===== src/rtl/alu_flag_ctrl.sv =====
// Status-flag register, branch-condition evaluator and flag save/restore stack
// sitting on the result side of the 8-bit ALU. Flags are held as {sf, zf, cf, of}.
module alu_flag_ctrl #(
  parameter int STACK_DEPTH = 4
) (
  input  logic       clk,
  input  logic       rst,
  input  logic       alu_valid,
  input  logic [3:0] alu_func,
  input  logic       zf,
  input  logic       of,
  input  logic       cf,
  input  logic       sf,
  input  logic       cond_req,
  input  logic [3:0] cond,
  output logic       cond_valid,
  output logic       cond_true,
  input  logic       flags_push,
  input  logic       flags_pop,
  output logic [3:0] flag_q,
  output logic       stk_empty,
  output logic       stk_full,
  output logic       stk_err
);

  localparam int CW = $clog2(STACK_DEPTH + 1);
  localparam int IW = (STACK_DEPTH > 1) ? $clog2(STACK_DEPTH) : 1;

  // cf=1 means borrow, so unsigned "lower" is cf and signed "less" is sf^of.
  function automatic logic eval_cond(input logic [3:0] c, input logic [3:0] f);
    logic s, z, b, v;
    {s, z, b, v} = f;
    case (c)
      4'd0:    eval_cond = 1'b1;
      4'd1:    eval_cond = z;
      4'd2:    eval_cond = ~z;
      4'd3:    eval_cond = b;
      4'd4:    eval_cond = ~b;
      4'd5:    eval_cond = s;
      4'd6:    eval_cond = ~s;
      4'd7:    eval_cond = v;
      4'd8:    eval_cond = ~v;
      4'd9:    eval_cond = ~b & ~z;
      4'd10:   eval_cond = b | z;
      4'd11:   eval_cond = (s == v);
      4'd12:   eval_cond = (s != v);
      4'd13:   eval_cond = ~z & (s == v);
      4'd14:   eval_cond = z | (s != v);
      default: eval_cond = 1'b0;
    endcase
  endfunction

  logic [3:0]    stack_mem [STACK_DEPTH];
  logic [CW-1:0] cnt;
  logic [CW-1:0] cnt_dec;
  logic [CW-1:0] cnt_nxt;
  logic          capture;
  logic          is_empty;
  logic          is_full;
  logic          push_ok;
  logic          pop_ok;
  logic          req_err;

  // Functions 0, 6 and 8 leave the ALU flag outputs stale.
  always_comb begin
    case (alu_func)
      4'd0, 4'd6, 4'd8: capture = 1'b0;
      default:          capture = alu_valid;
    endcase
  end

  assign is_empty = (cnt == '0);
  assign is_full  = (cnt == CW'(STACK_DEPTH));
  assign cnt_dec  = cnt - CW'(1);
  assign push_ok  = flags_push & ~flags_pop & ~is_full;
  assign pop_ok   = flags_pop & ~flags_push & ~is_empty;
  assign req_err  = (flags_push & flags_pop) | (flags_push & is_full) | (flags_pop & is_empty);

  always_comb begin
    cnt_nxt = cnt;
    if (push_ok)
      cnt_nxt = cnt + CW'(1);
    else if (pop_ok)
      cnt_nxt = cnt_dec;
  end

  always_ff @(posedge clk) begin
    if (rst) begin
      flag_q     <= 4'b0000;
      cnt        <= '0;
      stk_empty  <= 1'b1;
      stk_full   <= 1'b0;
      stk_err    <= 1'b0;
      cond_valid <= 1'b0;
      cond_true  <= 1'b0;
    end else begin
      cond_valid <= cond_req;
      if (cond_req)
        cond_true <= eval_cond(cond, flag_q);
      // A legal pop outranks a same-cycle ALU capture.
      if (pop_ok)
        flag_q <= stack_mem[cnt_dec[IW-1:0]];
      else if (capture)
        flag_q <= {sf, zf, cf, of};
      cnt       <= cnt_nxt;
      stk_empty <= (cnt_nxt == '0);
      stk_full  <= (cnt_nxt == CW'(STACK_DEPTH));
      stk_err   <= req_err;
    end
  end

  // Stack contents are data only; a push saves the pre-capture flag_q.
  always_ff @(posedge clk) begin
    if (!rst && push_ok)
      stack_mem[cnt[IW-1:0]] <= flag_q;
  end

endmodule

===== config.mk =====
export PLATFORM = sky130hd
export DESIGN_NAME = alu_flag_ctrl
export DESIGN_NICKNAME = d
export VERILOG_FILES = /design/src/rtl/alu_flag_ctrl.sv
export SDC_FILE = /design/constraint.sdc
export NUM_CORES = 1
export LEC_CHECK = 0
export CORE_MARGIN = 2
export CORE_UTILIZATION = 33
export CTS_CLUSTER_DIAMETER = 200
export DETAILED_ROUTE_END_ITERATION = 8
export PLACE_DENSITY = 0.54
export SYNTH_ARGS = -nofsm -noshare
export SYNTH_HDL_FRONTEND = slang
export SYNTH_SLANG_ARGS = --single-unit

===== constraint.sdc =====
create_clock -name clk -period 5.7 [get_ports clk]
set_input_delay 1.14 -clock clk [delete_from_list [all_inputs] [get_ports clk]]
set_output_delay 1.14 -clock clk [all_outputs]
set_load 0.01 [all_outputs]

# [After elaboration in Yosys (flattened, before gate mapping)]
# Memory sizes are Yosys's and may differ from the RTL's.
# Index checks and enable logic that the tools add are counted.
[op_classes] bitwise=21 n_eq_ne=20 add_sub_neg=2 n_reduce_logical=8 n_mux=8
[op_table] cell="$eq 4x4->1 const B" count=8
[op_table] cell="$eq 4x3->1 const B" count=5
[op_table] cell="$pmux 1 s15" count=1
[op_table] cell="$and 1x1->1" count=9
[op_table] cell="$eq 4x2->1 const B" count=2
[op_table] cell="$logic_not 4->1" count=2
[op_table] cell="$mux 4" count=2
[op_table] cell="$not 1->1" count=8
[op_table] cell="$eq 3x3->1 const B" count=2
[op_table] cell="$logic_not 3->1" count=2
[op_table] cell="$mux 3" count=2
[op_table] cell="$eq 4x1->1 const B" count=1
[op_table] cell="$or 1x1->1" count=4
[op_table] cell="$add 3x1->3 const B" count=1
[op_table] cell="$mux 1" count=3
[op_table] cell="$reduce_or 3->1" count=1
[op_table] cell="$sub 3x1->3 const B" count=1
[op_table] cell="$reduce_bool 2->1" count=1
[op_table] cell="$eq 1x1->1" count=1
[op_table] cell="$logic_and 1x1->1" count=1
[op_table] cell="$logic_not 1->1" count=1
[op_table] cell="$ne 1x1->1" count=1
[word_totals] out_inout_bits=9 word_cells=67 in_bits=18 regBits=12 ram_bits=16 n_memories=1
[memory_table] name="stack_mem" words=4 width=4 read_ports=1 rd_ports_with_merged_regs=0 write_ports=1 line="53" source="logic [3:0] stack_mem [STACK_DEPTH];"

# [Longest topological paths before layout]
[logic_depth] depth_word=6 ltp_mapped=8 depth_no_buf=7

# [Worst setup path before layout]
# OpenSTA, ideal clock, no wires.
[synth_path] kind="in2reg" start="input flags_pop" end="memory stack_mem[1][0], enable pin" t_required_ns=5.391 path_buffers=0 slack_ns=3.534 path_stages=3 setup_ns=0.309 arrival_time_ns=1.857 path_cell_list="a211oi_2 nor2b_1 and2_1"
[synth_between] elab_chain_cells=6
[synth_rtl] item="start, declared" line="19" source="input logic flags_pop,"
[synth_rtl] item="$not 1->1" line="75" source="assign push_ok = flags_push & ~flags_pop & ~is_full;"
[synth_rtl] item="$and 1x1->1 (2 in a row)" line="75"
[synth_rtl] item="$logic_and 1x1->1" line="114" source="if (!rst && push_ok)"
[synth_rtl] item="$mux 1" line="114"
[synth_rtl] item="$mux 1 (implied by the code)" line="115" source="stack_mem[cnt[IW-1:0]] <= flag_q;"
[synth_rtl] item="end, declared" line="53"
# Every way passes these cells.

# [Worst setup path in the final report]
[layout_path] start="register flag_q[0]" end="output flag_q[0]"
[layout_lines] item="start, declared" line="20" source="output logic [3:0] flag_q,"
[layout_lines] item="start signal, assigned" line="102" source="flag_q <= stack_mem[cnt_dec[IW-1:0]];"
[layout_lines] item="start signal, assigned" line="104" source="flag_q <= {sf, zf, cf, of};"
# No word-level cell between the ends.

==> results.md <==
* Core area at 4260 sq um
* Worst path max stage delay at 640 ps
* Sink Count at 28
* Clock skew at 1.53 ps
* Crit path required time at 4560 ps
* Global-route track usage on met2 at ~19%
* Crit path capture type: output port
* Synthesized area at 1440 sq um
* Worst reg-to-reg setup slack at approximately 3300 ps
* Largest net degree at the start of global routing at 16
* Worst skew pair latency at 260 ps
* Worst-margin pin slew at roughly 540 ps
* Final antenna-violating net count at 0
* Syn Nets at about 140
* CP Launch Type: flop
* Comb power frac at 25.7%
* Via density at a little under 5
* Core Util, Final at about two fifths
* P per Cell Area at around 270 nW/um^2
* Critical Path AT at ~1500 ps
* Post-CTS Setup Inserts at 0
* Post-Syn Instances at 118
* Fill cells at roughly 410
* Initial antenna violation count at 0
* Post-route cell area at approximately 1800 sq um
* Levels on crit path at 1
* Leakage Power at between 0.6 and 0.7 nW
* Hold path startpoint: cond_true
* Footprint of the multi-input gates at about 670 sq um
* R2R depth at 7
* Drt first-iter violations at 22
* Tot Pwr at ~480 uW
* Drt total wl at 2890 um
* Die Y at approximately 70 um
* Diode count at 0
* Status: finished, final reports clean
* EDFF count, synth at 16
* Synth Register Bits at 28
* M3 GR Usage at between 2 and 2.5%
* Global route overflow at 0
* Layout cells sized above 1 at roughly an eighth
* Clock buffer depth at 2
* Delay-heaviest family, CP: flip-flops
* Pre-CTS setup slack at about 2800 ps
* RR Startpoint: cnt[0]
* Met1 usage at between 10% and 20%
* Crit Path Max Fanout at 14
* PortBufs at 26
* Max-slew headroom at between 60% and 70%
* Via Count at about 960
* CTS tree: done
* Slew Limit Fails at 0
* Critical-path top delay cell: dfxtp_1
* Root buffer cell: clkbuf_8
* Hold Path Sink: cond_true
* Num CTS Buffers at 3
* Register Area at 721 sq um
* RSZ-0062 raised after global routing: no
* Minimum clock period at about 2700 ps
* Most common flop cell mapped by yosys: edfxtp_1
* Crit-path cells: clkdlybuf4s50_1
* WP buf/inv at 1
* Peak supply drop at roughly 0.00011 V
* # setup viols final at 0
* Sequential element share of the synthesized area at between 50 and 60%
* Commonest non-fill, non-tap cells in the layout: clkdlybuf4s50_1 (26), edfxtp_1 (16), dfxtp_1 (12), nor2_1 (9), mux2i_1 (8)
* Crit share post-route at between 40% and 50%
* Clk slew on worst S/H paths at ~90 ps
* Worst reg2reg endpoint: flag_q[2]
* PostCTS Resize Cnt at 0
* DRC at 0
* Placer Congestion at roughly 0.71
* Clock share of power at ~22%
* Die W at 70.1 um
* Area after DPL at around 1700 sq um
* Pre-antenna DRT Iters at 4
* Final nets at 166
* Commonest non-fill, non-tap cell in the layout: clkdlybuf4s50_1
* Area growth syn-to-layout at 23.4%
* Busiest grt layer: met2
* Top-level I/O count at 27
* Psw at 131 uW
* Die ar. at 4910 sq um
* Final WS setup at around 3000 ps
* GRT Overall Usage at between 10% and 20%
* HPWL after DPL at 2100 um
* Kind of critical path: flop to output port
* Peak Freq at ~370 MHz
* Final hold viol count at 0
* Flop pwr share at approximately half
* Yosys warns at 0
* Worst hold stages at 2
* Hold Crit Class: flop to flop
* First-pass GRT wire length at 4750 um
* Initial Util at between 30% and 40%
* Htree depth at 1
* FP Rows at 24
* Vias in the first global route at ~950
* Post-synth cell types at 43
* Max_cap viols at 0
* Fraction of registers with async set/reset at 0%
* Pint at approximately 350 uW
* Setup_tns at 0 ps
* CTS Hold Buffers Added at 0
* Post-detailed-route wirelength per cell at between 10 and 15 um
* Avg Cell Area, Syn at 12.2 sq um
* Switching portion of total power at between 20% and 30%
==> worst max path at each step <==
stage / startpoint / end / slack (ps)
finish: flag_q[0] / flag_q[0] / 3020
global route: flag_q[0] / flag_q[0] / 2910
CTS: flag_q[0] / flag_q[0] / 3000
detailed placement: flags_push / stack_mem[1][1] / 2790
global placement: flags_push / stack_mem[2][3] / 2810
floorplan: flags_pop / stack_mem[1][0] / 3530
==> power groups by stage <==
stage	combinational, mW	sequential, mW	clock [mW]
3_5_place_dp	0.124	0.254	0
4_1_cts	0.125	0.250	0.111
5_1_grt	0.137	0.253	0.122
2_1_floorplan	0.0866	0.247	0
3_3_place_gp	0.123	0.254	0
6_report	0.124	0.249	0.107
==> final cells by class <==
class                      instances  area share (%)
inverter                           4           0.845
sequential                        28            40.6
tap                               52            3.66
timing repair buffer              26            14.6
multi-input combinational         80            37.7
clock buffer                       4            2.54
==> Yosys cell counts (2+ instances only) <==
cell type	number	area share, %
nand2_1	4	1.0
ha_1	5	4.3
nor3_1	3	1.0
mux4_2	4	6.3
mux2_2	5	3.9
mux2i_1	8	5.6
nand2b_1	3	1.3
o21ai_0	5	1.7
dfxtp_1	12	17
nand3_1	2	0.70
edfxtp_1	16	33
a211o_1	2	1.2
a21oi_1	2	0.70
nor2_1	9	2.3
nor2b_1	2	0.87
inv_1	4	1.0
xor2_1	2	1.2
and2_1	3	1.3
buf_2	3	1.0
==> through the flow <==
step | std cells | hold slack, ps
final | 194 | 518
after global routing | 194 | 553
after CTS | 194 | 524
after detailed placement | 190 | 506
after global placement | 190 | 485
after floorplan | 118 | 476
==> registers in the layout (all words and copies together), names as in the netlist <==
signal	cells
cond_valid	1
stk_empty	1
flag_q	4
stack_mem	16
cond_true	1
stk_full	1
stk_err	1
cnt	3
==> cell families (layout without fill, tap and decap cells) <==
family	Yosys count	after routing	share of synthesized area [%]
AO/OA/AOI/OAI	21	21	10.3
XOR/XNOR	3	3	1.82
adder cells (fa/ha/maj)	5	5	4.34
buffers and inverters	10	34	3.39
flip-flops	28	28	50.0
multiplexers	17	17	15.7
AND/OR/NAND/NOR	34	34	14.4
==> metal layers <==
metal / up-vias / routed length (um) / part of all wire (%)
met1: 454 / 1440 / 50
li1: 485 / - / -
met4: 0 / 0 / 0
met5: - / 0 / 0
met3: 0 / 103 / 3.6
met2: 25 / 1350 / 47
Power figures use the tool's default switching activity.
